===== src/rtl/stream_mux_rr.sv =====
// stream_mux_rr: N-to-1 valid/ready stream multiplexer with one registered
// output stage. The channel is picked either by round-robin arbitration or by
// a legacy fixed select index, chosen at run time through mode_fixed.
//
// Optional feature, macro STREAM_MUX_LAST_EN: adds in_last/out_last so that a
// multi-beat packet on one channel keeps the round-robin grant until its last
// beat. With the macro undefined every beat is treated as a last beat.
module stream_mux_rr #(
  parameter  int WIDTH = 32,
  parameter  int N_IN  = 3,
  localparam int SEL_W = $clog2(N_IN)
) (
  input  logic                  clk,
  input  logic                  rst_n,
  input  logic                  mode_fixed,
  input  logic [SEL_W-1:0]      fixed_sel,
  input  logic [N_IN-1:0]       in_valid,
  input  logic [N_IN*WIDTH-1:0] in_data,
  output logic [N_IN-1:0]       in_ready,
  output logic                  out_valid,
  output logic [WIDTH-1:0]      out_data,
  output logic [SEL_W-1:0]      out_sel,
  input  logic                  out_ready,
  output logic                  sel_err
`ifdef STREAM_MUX_LAST_EN
  ,
  input  logic [N_IN-1:0]       in_last,
  output logic                  out_last
`endif
);

  logic              out_valid_q, out_valid_d;
  logic [WIDTH-1:0]  out_data_q,  out_data_d;
  logic [SEL_W-1:0]  out_sel_q,   out_sel_d;
  logic              sel_err_q,   sel_err_d;
  logic [SEL_W-1:0]  ptr_q,       ptr_d;
`ifdef STREAM_MUX_LAST_EN
  logic              out_last_q,  out_last_d;
  logic              lock_q,      lock_d;
  logic [SEL_W-1:0]  lock_ch_q,   lock_ch_d;
`endif

  logic              slot_free;
  logic              grant_valid;
  logic [SEL_W-1:0]  grant;
  logic              sel_bad;
  logic              xfer;
  logic              beat_last;
  logic [SEL_W-1:0]  grant_next;
  logic [WIDTH-1:0]  sel_data;

  // The output register can take a new beat when empty or being drained now.
  assign slot_free = ~out_valid_q | out_ready;

  // Pick the granted channel: fixed index, locked packet channel, or the first
  // valid channel at or after the round-robin pointer.
  always_comb begin : grant_logic
    int sum;
    grant       = '0;
    grant_valid = 1'b0;
    sel_bad     = 1'b0;
    sum         = 0;
    if (mode_fixed) begin
      if (32'(fixed_sel) >= N_IN) begin
        sel_bad = 1'b1;
      end else begin
        grant       = fixed_sel;
        grant_valid = in_valid[fixed_sel];
      end
`ifdef STREAM_MUX_LAST_EN
    end else if (lock_q) begin
      grant       = lock_ch_q;
      grant_valid = in_valid[lock_ch_q];
`endif
    end else begin
      // Walk from farthest to nearest so the channel closest to ptr wins.
      for (int k = N_IN - 1; k >= 0; k--) begin
        sum = int'(ptr_q) + k;
        if (sum >= N_IN) sum = sum - N_IN;
        if (in_valid[SEL_W'(sum)]) begin
          grant       = SEL_W'(sum);
          grant_valid = 1'b1;
        end
      end
    end
  end

  // Only the granted channel sees ready, and only when the slot can accept.
  always_comb begin
    in_ready = '0;
    if (slot_free && grant_valid) in_ready = N_IN'(1) << grant;
  end

  // Route the granted channel's data toward the output register.
  always_comb begin
    sel_data = '0;
    for (int i = 0; i < N_IN; i++) begin
      if (grant == SEL_W'(i)) sel_data = in_data[i*WIDTH +: WIDTH];
    end
  end

  assign xfer       = slot_free & grant_valid;
  assign grant_next = (grant == SEL_W'(N_IN - 1)) ? '0 : grant + SEL_W'(1);
`ifdef STREAM_MUX_LAST_EN
  assign beat_last  = in_last[grant];
`else
  assign beat_last  = 1'b1;
`endif

  // Next-state for the output stage, pointer, packet lock and error flag.
  always_comb begin
    out_valid_d = out_valid_q;
    out_data_d  = out_data_q;
    out_sel_d   = out_sel_q;
    ptr_d       = ptr_q;
    sel_err_d   = sel_err_q | sel_bad;
`ifdef STREAM_MUX_LAST_EN
    out_last_d  = out_last_q;
    lock_d      = lock_q;
    lock_ch_d   = lock_ch_q;
`endif
    if (xfer) begin
      out_valid_d = 1'b1;
      out_data_d  = sel_data;
      out_sel_d   = grant;
`ifdef STREAM_MUX_LAST_EN
      out_last_d  = beat_last;
`endif
      if (!mode_fixed) begin
        if (beat_last) begin
          ptr_d = grant_next;
`ifdef STREAM_MUX_LAST_EN
          lock_d = 1'b0;
        end else begin
          lock_d    = 1'b1;
          lock_ch_d = grant;
`endif
        end
      end
    end else if (out_ready) begin
      out_valid_d = 1'b0;
    end
  end

  // State registers; an asynchronous reset drops any held beat at once.
  always_ff @(posedge clk or negedge rst_n) begin
    if (!rst_n) begin
      out_valid_q <= 1'b0;
      out_data_q  <= '0;
      out_sel_q   <= '0;
      sel_err_q   <= 1'b0;
      ptr_q       <= '0;
`ifdef STREAM_MUX_LAST_EN
      out_last_q  <= 1'b0;
      lock_q      <= 1'b0;
      lock_ch_q   <= '0;
`endif
    end else begin
      out_valid_q <= out_valid_d;
      out_data_q  <= out_data_d;
      out_sel_q   <= out_sel_d;
      sel_err_q   <= sel_err_d;
      ptr_q       <= ptr_d;
`ifdef STREAM_MUX_LAST_EN
      out_last_q  <= out_last_d;
      lock_q      <= lock_d;
      lock_ch_q   <= lock_ch_d;
`endif
    end
  end

  assign out_valid = out_valid_q;
  assign out_data  = out_data_q;
  assign out_sel   = out_sel_q;
  assign sel_err   = sel_err_q;
`ifdef STREAM_MUX_LAST_EN
  assign out_last  = out_last_q;
`endif

endmodule

===== config.mk =====
export PLATFORM = sky130hd
export DESIGN_NAME = stream_mux_rr
export DESIGN_NICKNAME = d
export VERILOG_FILES = /design/src/rtl/stream_mux_rr.sv
export SDC_FILE = /design/constraint.sdc
export NUM_CORES = 1
export LEC_CHECK = 0
export ABC_AREA = 1
export BUFFER_PORTS_ARGS = -buffer_cell sky130_fd_sc_hd__buf_2
export CAP_MARGIN = 20
export CORE_AREA = 5 5 82 84
export CTS_BUF_LIST = sky130_fd_sc_hd__clkbuf_8
export DETAILED_ROUTE_END_ITERATION = 12
export DIE_AREA = 0 0 87 89
export PLACE_DENSITY = 0.8
export RECOVER_POWER = 25
export SETUP_SLACK_MARGIN = 0.3
export SYNTH_ARGS = -nofsm -noshare
export SYNTH_HDL_FRONTEND = slang
export SYNTH_SLANG_ARGS = --single-unit
export TNS_END_PERCENT = 20

===== constraint.sdc =====
create_clock -name clk -period 2.6 [get_ports clk]
set_input_delay 0.52 -clock clk [delete_from_list [all_inputs] [get_ports clk]]
set_output_delay 0.52 -clock clk [all_outputs]
set_load 0.01 [all_outputs]

# Word level (Yosys, flattened, before mapping)
# Cells that the tools add are included.
# Widths: inputs -> output; s select.
[word_totals]
reg_bits = 38
inputBits = 105
out_inout_bits = 39
wordCells = 67
[op_classes]
n_addsub = 6
order_cmp = 8
n_eq_ne = 2
n_shift = 1
muxes = 36
n_bitwise = 5
n_reduce_logical = 4
[ops]
columns = ["op", "count"]
rows = [
  ["$mux 32", 3],
  ["$mux 2", 12],
  ["$mux 1", 16],
  ["$lt 2x4->1 const B", 3],
  ["$bmux 1 s2", 4],
  ["$ge 3x2->1 const B", 2],
  ["$sub 2x2->2 const B", 3],
  ["$ge 2x2->1 const B", 2],
  ["$add 2x1->3 const B", 1],
  ["$add 2x2->3 const B", 1],
  ["$lt 2x3->1 const B", 1],
  ["$mux 3", 1],
  ["$shl 1x2->3 const A", 1],
  ["$add 2x1->2 const B", 1],
  ["$eq 2x1->1 const B", 1],
  ["$eq 2x2->1 const B", 1],
  ["$logic_not 2->1", 1],
  ["$not 1->1", 2],
  ["$or 1x1->1", 2],
  ["$reduce_and 2->1", 1],
  ["$reduce_bool 2->1", 1],
  ["$and 1x1->1", 1],
  ["$logic_and 1x1->1", 1],
]

# Longest topological paths before layout
# Gate-level depths: netlist of the first run.
[logic_depth]
depth_word = 15
depth_mapped = 15
ltp_nobuf = 14

# Worst setup path before layout of the first run
# Ideal clock, no wire load.
[synth_timing]
path_kind = "register to output"
from = "register ptr_q[0]"
to = "output in_ready[0]"
t_arrival_ps = 1672
t_required_ps = 2080
path_slack_ps = 408
stages_incl_launch_ff = 13
n_path_buf = 2
cell_sequence = "dfrtp_1 > inv_1 > ha_1 > inv_1 > nand3_1 > nand2_1 > nand3_1 > nand2_1 > nand2_2 > buf_6 > buf_2 > nand2_1 > nor2_1"
[synth_between]
elab_chain_len = 13
elab_cells_between_ends = 34
cone_classes = "add/sub: 5; order compare: 3; shift: 1; mux: 24; reduce/logical: 1"
[synth_rtl]
columns = ["item", "line_no", "source"]
rows = [
  ["start, declared", "36", "logic [SEL_W-1:0] ptr_q, ptr_d;"],
  ["start signal, assigned", "163", "ptr_q <= ptr_d;"],
  ["$add 2x2->3", "78", "sum = int'(ptr_q) + k;"],
  ["$ge 3x2->1 or $sub 2x2->2 (tied branches)", "79", "if (sum >= N_IN) sum = sum - N_IN;"],
  ["$mux 2", "79", ""],
  ["$mux 2", "63", "if (mode_fixed) begin"],
  ["$bmux 1 s2", "80", "if (in_valid[SEL_W'(sum)]) begin"],
  ["$mux 1 (not written as such) (2 in series)", "80", ""],
  ["$mux 2 or $mux 1 (tied branches) (3 in series)", "80", ""],
  ["$mux 2 or $mux 1 (tied branches)", "63", ""],
  ["$shl 1x2->3 or $logic_and 1x1->1 (tied branches)", "91", "if (slot_free && grant_valid) in_ready = N_IN'(1) << grant;"],
  ["$mux 3 *", "91", ""],
  ["end, declared", "19", "output logic [N_IN-1:0] in_ready,"],
]
# Mark *: on every way between the ends. The rest lies on a longest branch, timed or not. The select of a mux whose other input is x is not followed.

# Worst setup path after layout of the first run
[layout_timing]
from = "register ptr_q[1]"
to = "output in_ready[0]"
# The elaborated chain is that of the path after synthesis.

==> reports/summary.txt, run 1 <==
syn avg cell area: 6.55 um2
CTS Root Cell: clkbuf_8
Clk pwr share: 12.5%
peak supply drop: 0.585 mV
ant diodes: 0
setup TNS: 0 ns
#FFs+latches synth: 38
Comb pwr share: 59.7%
leakage: 2.14 nW
Layout area overhead: 42.4%
routed wire length: 8270 um
Max FO, Critical Path: 5
Crit Path Class: flop to primary output
clock tree buffer depth: 2
DP Wirelength: 5770 um
drt pass-1 iters: 6
max cap viols: 0
register area share after synthesis: 36.7%
Cell Area, Synth: 2590 um2
fin cells: 622
met2 routed WL: 3960 um
gate count of the mapped netlist: 395
Commonest cells post-synth: nand2_1, nand3_1, nor2_1
Fmax achieved: 394 MHz
Register Area: 953 um2
area leader, netlist: dfrtp_1
clock latency on the worst-skew pair: 0.28 ns
Boundary Pins: 144
Via density: 5.00
Min-Delay Path Class: input pin to asynchronous set/reset pin
Initial Utilization: 44.2%
final setup fails: 0
asr flop ratio synth: 100%
routability cong.: 1.01
die area: 7740 um2
PortBufs: 143
clk sinks: 38
syn nets: 503
drt wl/cell: 13.3 um
DRT antenna net count: 0
max-slew violation count: 0
Worst-path clk slew: 0.07 ns
Placed Area: 3320 um2
fin crit period: 2.54 ns
CP endpoint kind: primary output
placed cells: 599
Int Pwr: 2.07 mW
pre-CTS WS: 0.240 ns
final-stage net count: 654
Placeable Area: 5850 um2
Worst EP arrival: 2.02 ns
Multi-input gate area: 1510 um2
die width: 87 um
synth top area cells: dfrtp_1, nand2_1, nand3_1
Post-synth EDFFs: 0
Max Used Layer: met4
Design Area, Final: 3690 um2
vias in the first global route: 2911
share of the synthesized area in the top cell type: 36.7%
RSZ-0062 raised after global routing: yes
total power divided by cell area: 1020 nW/um2
Final Hold Viols: 0
outcome: finished, final reports clean
Design Power: 3.77 mW
gr usage total: 20.5%
Synth Flop Type: dfrtp_1
met1 wire length: 3460 um
Synth warnings: 0
FF-to-FF Start: ptr_q[1]
utilization after layout: 63.0%
# fillers: 564
Critical Path Start: ptr_q[1]
Psw: 1.70 mW
CP required: 2.08 ns
Sw Ratio: 45.0%
Worst-Margin Slew: 0.832 ns
Final Cycle Share: 97.6%
GRT overflow: 0
DR vias: 3109
pin count of the biggest net entering global routing: 41
initial antenna violation count: 0
Flop pwr share: 27.8%
CTS tree: built
WL met3: 698 um
final setup margin: 0.0636 ns
count leader, synth: nand2_1
worst hold margin: 0.329 ns
layout cells sized above 1: 38.8%
crit start category: flop
Setup Skew: 0.00745 ns
Yosys cell types: 24
H-tree lvl count: 2
global-route wire length before repair: 13000 um
total CTS buffers: 5
Die Y: 89 um
Rows: 28
Relative slew margins: 44.5%
# DRC: 0
Iter 0 DRT Violations: 144
## state kept, by name, indices dropped and copies added, names as in the netlist
signal     cells
ptr_q          2
out_data      32
out_sel        2
sel_err        1
out_valid      1
## placed cells by master, fill, tap and decap left out, drive strengths merged
master / instances
buf: 167
nand2: 154
nand3: 59
nor2: 52
dfrtp: 38
inv: 28
nand4: 16
o21ai: 10
or2: 8
clkbuf: 6
ha: 3
a21oi: 1
nor3: 1
a21boi: 1
o21bai: 1
a31o: 1
bufinv: 1
## area by class of cell
type | count | share of cell area, %
clock buffer | 5 | 1.87
clock inverter | 3 | 1.02
inverter | 26 | 2.85
multi-input combinational | 307 | 40.9
sequential | 38 | 25.9
tap | 75 | 2.54
timing repair buffer | 168 | 24.9
## worst max-delay path, stage by stage, from the launching register on
cell      delay, ns
dfrtp_2        0.42
inv_2          0.06
ha_4           0.19
inv_4          0.08
nand2_2        0.07
nand3_4        0.10
nand2_2        0.08
o21bai_1       0.15
inv_1          0.09
nand2_4        0.08
nand2_4        0.07
inv_2          0.08
nand2_2        0.06
nor2_2         0.08
buf_2          0.13
## path summary, 6_finish.rpt
path,endpoint,slack (ns),depth (start not counted)
setup / recovery,in_ready[0],0.06,14
hold / removal,out_data[10],0.33,1
setup reg to reg,out_data[31],0.29,17
hold reg to reg,out_data[2],0.48,2
max in group asynchronous,ptr_q[0],1.68,1
min in group clk,out_valid,0.45,2
## routing by layer
| layer | vias up | track usage [%] |
|---|---|---|
| met3 | 19 | 3.78 |
| met5 | - | 0 |
| met2 | 137 | 35.4 |
| met4 | 0 | 5.52 |
| li1 | 1551 | - |
| met1 | 1402 | 26.3 |
## kinds of logic (layout without fill, tap and decap cells)
group	after synthesis	count (layout)	share of synthesized area, %
simple gates	290	290	48.5
buf+inv	50	202	9.81
flops	38	38	36.7
compound gates	14	14	3.48
fa+ha+maj	3	3	1.45
## what timing repair did
action	4_1_cts	5_1_grt
gates cloned	0	0
pin swaps	7	11
buffers inserted	7	8
hold buffers	0	0
endpoints found under the setup margin	3	32
gates resized for setup	20	20
## power groups by stage
stage          clock network (mW)  registers (mW)  logic, mW
4_1_cts                     0.485            1.04       2.03
5_1_grt                     0.519            1.09       2.51
6_report                    0.469            1.05       2.25
2_1_floorplan                   0            1.15       1.15
3_5_place_dp                    0            1.03       1.87
3_3_place_gp                    0            1.03       1.82
Note: power is estimated with default switching activity, not from simulation.
==> run 2, diff against run 1 <==
CORE_AREA = 5 5 63 108   (was 5 5 82 84)
DIE_AREA = 0 0 68 113   (was 0 0 87 89)
PLACE_DENSITY = 0.81   (was 0.8)
==> run 2 against run 1 <==
Effect of this change:
- global-route usage increased by 1.4 points
- final area fell by 3.1%
- fmax rose by 0.78%
- critical path type unchanged
- critical endpoint unchanged
==> reports/summary.txt, run 2 (synthesis results as in run 1) <==
outcome: finished, final reports clean
Iter 0 DRT Violations: 219 (+52%)
Sw Ratio: 45.3% (+0.27 points)
peak supply drop: 0.492 mV (-16%)
setup TNS: 0 ns (unchanged)
CP required: 2.08 ns (about the same)
clock latency on the worst-skew pair: 0.29 ns (about the same)
Final Hold Viols: 0 (unchanged)
Flop pwr share: 28.8% (+1.0 points)
Placeable Area: 5790 um2 (-1.1%)
CP endpoint kind: primary output
H-tree lvl count: 2 (unchanged)
Final Cycle Share: 96.8% (-0.76 points)
drt pass-1 iters: 5 (-1)
Relative slew margins: 35.8% (-8.7 points)
Rows: 37 (+32%)
total power divided by cell area: 1010 nW/um2 (-0.88%)
global-route wire length before repair: 13200 um (+2.1%)
routed wire length: 8430 um (+1.9%)
final setup fails: 0 (unchanged)
PortBufs: 143 (unchanged)
GRT overflow: 0 (unchanged)
Fmax achieved: 397 MHz (+0.78%)
Psw: 1.64 mW (-3.4%)
RSZ-0062 raised after global routing: yes
total CTS buffers: 5 (unchanged)
Int Pwr: 1.98 mW (-4.4%)
# DRC: 0 (unchanged)
layout cells sized above 1: 36.3% (-2.4 points)
CTS tree: built
worst hold margin: 0.368 ns (+0.0386 ns)
Initial Utilization: 44.7% (+0.49 points)
die area: 7680 um2 (-0.76%)
DR vias: 3131 (+0.71%)
Worst-Margin Slew: 0.964 ns (+0.131 ns)
routability cong.: 0.906 (-10%)
max reg flops: 32 (unchanged)
die width: 68 um (-22%)
Setup Skew: 0.00891 ns (+0.00146 ns)
CTS Root Cell: clkbuf_8
drt wl/cell: 13.7 um (+3.0%)
Min-Delay Path Class: input pin to asynchronous set/reset pin
Placed Area: 3310 um2 (-0.11%)
max cap viols: 0 (unchanged)
FF-to-FF Start: ptr_q[0]
crit start category: flop
vias in the first global route: 2985 (+2.5%)
Worst EP arrival: 2.00 ns (-0.02 ns)
final-stage net count: 644 (-1.5%)
Critical Path Start: ptr_q[1]
Boundary Pins: 144 (unchanged)
DRT antenna net count: 0 (unchanged)
leakage: 2.07 nW (-3.0%)
Design Power: 3.62 mW (-3.9%)
Crit Path Class: flop to primary output
Max FO, Critical Path: 5 (unchanged)
ant diodes: 0 (unchanged)
initial antenna violation count: 0 (unchanged)
clk sinks: 38 (unchanged)
Via density: 5.09 (+1.9%)
Design Area, Final: 3570 um2 (-3.1%)
Layout area overhead: 38.0%
most frequent cells in the layout: nand2_1, buf_2, nand3_1
fin crit period: 2.52 ns (-0.0197 ns)
Worst-path clk slew: 0.08 ns (about the same)
commonest non-fill, non-tap cell in the layout: nand2_1
clock tree buffer depth: 2 (unchanged)
placed cells: 601 (+0.33%)
pin count of the biggest net entering global routing: 39 (-4.9%)
Comb pwr share: 57.5% (-2.2 points)
gr usage total: 21.9% (+1.4 points)
fin cells: 615 (-1.1%)
Die Y: 113 um (+27%)
Clk pwr share: 13.7% (+1.2 points)
max-slew violation count: 0 (unchanged)
DP Wirelength: 6230 um (+7.9%)
## run 2: final cells by class
cell class / count / area [um2]
Fill cell: 560 / 2210
Clock inverter: 3 / 40.0
Inverter: 26 / 103
Tap cell: 78 / 97.6
Clock buffer: 5 / 68.8
Sequential cell: 38 / 953
Timing Repair Buffer: 158 / 846
Multi-Input combinational cell: 307 / 1470
## run 2: what timing repair did
item                       CTS  global route
setup endpoints to repair    3            33
buffers inserted             4             2
hold buffers                 0             0
gates resized for setup     17            10
hold endpoints to repair     0             0
cloned                       0             0
pin swaps                    6             4
## run 2: path summary, 6_finish.rpt
check / depth (start not counted) / slack (ns) / to
max: 13 / 0.08 / in_ready[0]
min: 1 / 0.37 / out_data[11]
max reg2reg: 15 / 0.45 / out_data[5]
min reg2reg: 2 / 0.48 / out_data[6]
max in group asynchronous: 1 / 1.58 / ptr_q[0]
min in group clk: 2 / 0.43 / out_valid
## run 2: metal layers
metal  vias up  global-route usage, %  wire length, um
met3        29                   2.88              552
met1      1424                   24.6             2960
li1       1531                      -                -
met2       147                   38.6             4550
met4         0                   11.0              365
met5         -                      0                0
## run 2: metrics by stage
step	setup slack, ns	util (%)
6_report	0.0833	61.8
5_1_grt	-0.0118	61.8
4_1_cts	0.0578	60.9
3_5_place_dp	0.149	57.3
3_3_place_gp	0.265	57.3
2_1_floorplan	0.408	-
## run 2: worst max-delay path, cell delays in order, from the launching register on
cell and delay (ns):
dfrtp_2 0.45, inv_2 0.09, ha_4 0.18, inv_4 0.06, nand2_2 0.05, nand3_2 0.08
a21boi_2 0.20, o21ai_2 0.10, nand2_4 0.09, nand2_8 0.07, inv_4 0.07, nand2_4 0.05
nor2_4 0.10, buf_6 0.11
## run 2: power groups by stage
| stage | logic (mW) | registers, mW | clock network, mW |
|---|---|---|---|
| final | 2.08 | 1.04 | 0.495 |
| after detailed placement | 1.87 | 1.03 | 0 |
| after global placement | 1.83 | 1.02 | 0 |
| after CTS | 2.02 | 1.04 | 0.512 |
| after global routing | 2.31 | 1.07 | 0.533 |
| after floorplan | 1.15 | 1.15 | 0 |
